$ cat src/rtl/ascii_bcd_entry.sv
// Two-digit ASCII keypad entry that edits a BCD digit pair and hands it to the BCD-to-binary converter.
// Latency: each accepted character takes effect one cycle later; out_valid rises one cycle after ENTER.
// Backpressure: in_ready drops while an entry is presented, and stays low until out_ready completes the handshake.
module ascii_bcd_entry #(
    parameter logic [7:0] CHAR_ENTER = 8'h0D,
    parameter logic [7:0] CHAR_BKSP  = 8'h08,
    parameter logic [7:0] CHAR_CLEAR = 8'h1B
) (
    input  logic       clk,
    input  logic       reset_n,
    input  logic [7:0] in_char,
    input  logic       in_valid,
    output logic       in_ready,
    output logic [3:0] bcd1,
    output logic [3:0] bcd0,
    output logic       out_valid,
    input  logic       out_ready,
    output logic [1:0] digit_count,
    output logic       err
);

    localparam logic [1:0] IDLE    = 2'd0;
    localparam logic [1:0] ONE     = 2'd1;
    localparam logic [1:0] TWO     = 2'd2;
    localparam logic [1:0] PRESENT = 2'd3;

    logic [1:0] state;
    logic       is_digit;

    assign in_ready = (state != PRESENT);
    assign is_digit = (in_char >= 8'h30) && (in_char <= 8'h39);

    always_ff @(posedge clk or negedge reset_n) begin
        if (!reset_n) begin
            state       <= IDLE;
            bcd1        <= 4'd0;
            bcd0        <= 4'd0;
            digit_count <= 2'd0;
            out_valid   <= 1'b0;
            err         <= 1'b0;
        end else begin
            err <= 1'b0;
            if (state == PRESENT) begin
                if (out_ready) begin
                    state       <= IDLE;
                    bcd1        <= 4'd0;
                    bcd0        <= 4'd0;
                    digit_count <= 2'd0;
                    out_valid   <= 1'b0;
                end
            end else if (in_valid) begin
                // In IDLE/ONE/TWO the state encoding equals the digit count.
                if (is_digit) begin
                    if (state == TWO) begin
                        err <= 1'b1;
                    end else begin
                        bcd1        <= bcd0;
                        bcd0        <= in_char[3:0];
                        state       <= state + 2'd1;
                        digit_count <= digit_count + 2'd1;
                    end
                end else if (in_char == CHAR_BKSP) begin
                    if (state == IDLE) begin
                        err <= 1'b1;
                    end else begin
                        bcd0        <= bcd1;
                        bcd1        <= 4'd0;
                        state       <= state - 2'd1;
                        digit_count <= digit_count - 2'd1;
                    end
                end else if (in_char == CHAR_CLEAR) begin
                    bcd1        <= 4'd0;
                    bcd0        <= 4'd0;
                    state       <= IDLE;
                    digit_count <= 2'd0;
                end else if (in_char == CHAR_ENTER) begin
                    if (state == IDLE) begin
                        err <= 1'b1;
                    end else begin
                        state     <= PRESENT;
                        out_valid <= 1'b1;
                    end
                end else begin
                    err <= 1'b1;
                end
            end
        end
    end

endmodule

$ cat config.mk
export PLATFORM = sky130hd
export DESIGN_NAME = ascii_bcd_entry
export DESIGN_NICKNAME = d
export VERILOG_FILES = /design/src/rtl/ascii_bcd_entry.sv
export SDC_FILE = /design/constraint.sdc
export NUM_CORES = 1
export LEC_CHECK = 0
export CORE_MARGIN = 2
export CORE_UTILIZATION = 45
export DETAILED_ROUTE_END_ITERATION = 6
export PLACE_DENSITY_LB_ADDON = 0.2
export SYNTH_ARGS = -nofsm -noshare
export SYNTH_HDL_FRONTEND = slang
export SYNTH_SLANG_ARGS = --single-unit
$ cat constraint.sdc
create_clock -name clk -period 3.15 [get_ports clk]
set_clock_uncertainty 0.2 [all_clocks]
set_input_delay 0.4725 -clock clk [delete_from_list [all_inputs] [get_ports clk]]
set_output_delay 0.4725 -clock clk [all_outputs]
set_load 0.02 [all_outputs]
==> impl_metrics.json <==
{
  "drc": 0,
  "grt_max_degree": 20,
  "r2r_setup_slack_ps": 620,
  "synth-edff-count": 0,
  "netlist_instances": 95,
  "reg_clk_slew_reported_paths_ps": 90,
  "min_delay_worst_endpoint": "digit_count[1]",
  "synth.most_common_cell": "dfrtp_1",
  "run_status": "finished clean",
  "critical_path.max_fanout": 19,
  "cp.required_ps": 3120,
  "unrepaired_setup_endpoints_after_global_routing": "no",
  "clock_tree.buffer_depth": 2,
  "routed_wirelength_um": 2110,
  "num_rows": 16,
  "post_synth.cell_area_avg_um2": 9.30,
  "cts.repair_timing.setup_buffer_count": 0,
  "hold_path.class": "reg -> reg",
  "place_congestion": 0.943,
  "number_of_storage_elements_in_the_synthesis_netlist": 14,
  "die-area_um2": 2330,
  "timing.final.crit_period_ps": 2610,
  "clock.fmax_mhz": 383,
  "grt_pass1_wl_um": 3570,
  "wire_length_the_detailed_router_placed_on_met1_um": 1010,
  "cts-htree-levels": 1,
  "report.final.setup_viol": 0,
  "synth.yosys.warnings": 0,
  "start_util": 0.464,
  "layout.core_utilization": 0.626,
  "nets": 139,
  "place.port_buffers": 24,
  "detail_route.iter0.violations": 25,
  "tritoncts_num_sinks": 14,
  "fin_setup_tns_ps": 0,
  "timing.critical_path.from_type": "input pin",
  "routedWlPerCell_um": 14.1,
  "ctsResizeCount": 0,
  "worst_r2r_path_depth": 7,
  "total_global_route_track_usage": 0.190,
  "core-area_um2": 1900,
  "met2WireLength_um": 959,
  "post_cts_hold_buffer_count": 0,
  "drv_slew": 0,
  "most_instantiated_flip_flop_cell_in_the_synthesis_netlist": "dfrtp_1",
  "drt-vias-per-instance": 5.66,
  "die_width_um": 48.3,
  "die_y_um": 48.3,
  "max-vdd-ir-drop_mv": 0.391,
  "syn_to_final_growth_pct": 34.8,
  "post-synth-top-area-cell": "dfrtp_1",
  "synth_area_um2": 883,
  "number_of_distinct_library_cell_variants_in_the_gate_level_netlist_after_synthesis": 36,
  "worst_relative_slew_slack": 0.534,
  "r2r_start": "state[0]",
  "root_buffer_selected_by_cts": "clkbuf_4",
  "maxCapViolCount": 0,
  "antenna_violations_before_repair": 0,
  "clkLatencyLatePin_ps": 270,
  "sum_of_overflow_across_all_layers_after_global_routing": 0,
  "grt_pass1_vias": 794,
  "met3_wirelength_um": 128,
  "vias": 844,
  "timing.critical_path.arrival_ps": 2580,
  "critical_path.reg2reg.endpoint": "digit_count[1]",
  "diodes": 0,
  "antenna_viol_nets_final": 0,
  "startpoint_of_the_lowest_slack_hold_path": "digit_count[1]",
  "postSynth.asyncResetShare": 1.00,
  "synth_top_cells_by_count": "dfrtp_1, nor2_1, inv_1, a21oi_1, nand3_1",
  "drt_pre_antenna_iters": 4,
  "fin_crit_sh": 0.828,
  "worstSetupPathType": "in -> reg",
  "seq_area_frac_synth": 0.397,
  "proportion_of_netlist_area_held_by_the_largest_area_contributor": 0.397,
  "detailed_place_hpwl_um": 1580,
  "cellLeakagePower_nw": 0.469,
  "ios": 25,
  "tritoncts.num_buffers": 3,
  "leading_cell_types_by_total_area_after_synthesis": "dfrtp_1, ha_1, nor2_1",
  "route.top_layer_used": "met4",
  "tritoncts": "yes",
  "worstSetupEndpointType": "flop",
  "timing_worst_slew_pin_value_ps": 696,
  "synth_nets": 111,
  "power_density_nw_per_um2": 713,
  "report.final.hold_viol_count": 0,
  "drive_above_1_share": 0.0902,
  "min_delay_path_depth": 1
}
cell type report:
class                           instances  area, µm²
Fill cell                             170        711
Multi-Input combinational cell         71        489
Sequential cell                        14        350
Timing Repair Buffer                   26        255
Clock buffer                            4       36.3
Tap cell                               27       33.8
Inverter                                7       26.3
registers in the layout (all words and copies together) (netlist names):
signal,count
state,2
out_valid,1
err,1
digit_count,2
bcd0,4
bcd1,4
power by group:
part	switching, mW	internal, mW	leakage, nW	total (mW)
Clock	0.0584	0.0702	0.0210	0.129
Combinational	0.224	0.196	0.271	0.421
Sequential	0.0533	0.246	0.177	0.300
Total	0.336	0.513	0.469	0.849
worst max-delay path, stage by stage:
cell             delay (ps)
clkdlybuf4s50_1         520
or4_1                   550
a2111o_1                430
o211ai_2                280
nand2_1                 110
o22a_1                  210
per-stage QoR:
step / instances / hold WS, ps / cell area (µm²) / setup WS [ps] / total power [mW]
floorplan: 95 / -23.1 / 883 / 887 / 0.536
global placement: 145 / 300 / 1150 / 281 / 0.716
global route: 149 / 367 / 1190 / 412 / 0.908
finish: 149 / 328 / 1190 / 542 / 0.849
CTS: 149 / 334 / 1190 / 546 / 0.857
detailed placement: 145 / 309 / 1150 / 243 / 0.721
layout by cell type (no fill, tap or decap), types with 3 or more instances in the layout:
master	n
clkdlybuf4s50_1	24
a21oi_1	6
clkbuf_4	3
a22oi_1	4
or4_1	3
o21ai_1	5
nor2_1	10
inv_1	7
dfrtp_1	14
nand2_1	4
ha_1	4
nand3_1	6
cells by family after synthesis:
logic type | after synthesis | share of synthesized area
buffers and inverters | 10 | 0.0496
multiplexers | 2 | 0.0227
adder cells (fa/ha/maj) | 4 | 0.0567
flip-flops | 14 | 0.397
AND/OR/NAND/NOR | 35 | 0.234
AO/OA/AOI/OAI | 28 | 0.221
XOR/XNOR | 2 | 0.0198
how the worst max path moves through the flow:
stage / startpoint / endpoint / slack [ps] / depth (start not counted)
global route: in_char[1] / digit_count[1] / 410 / 6
CTS: in_char[0] / digit_count[1] / 550 / 6
finish: in_char[0] / digit_count[1] / 540 / 6
global placement: in_char[3] / digit_count[1] / 280 / 6
floorplan: state[0] / digit_count[0] / 890 / 7
detailed placement: in_char[0] / digit_count[1] / 240 / 6
per-layer routing:
layer	up-vias	global-route usage
met5	-	0
met1	403	0.267
li1	407	-
met2	32	0.301
met3	2	0.0309
met4	0	0.0571
(Power assumes the default switching activity.)
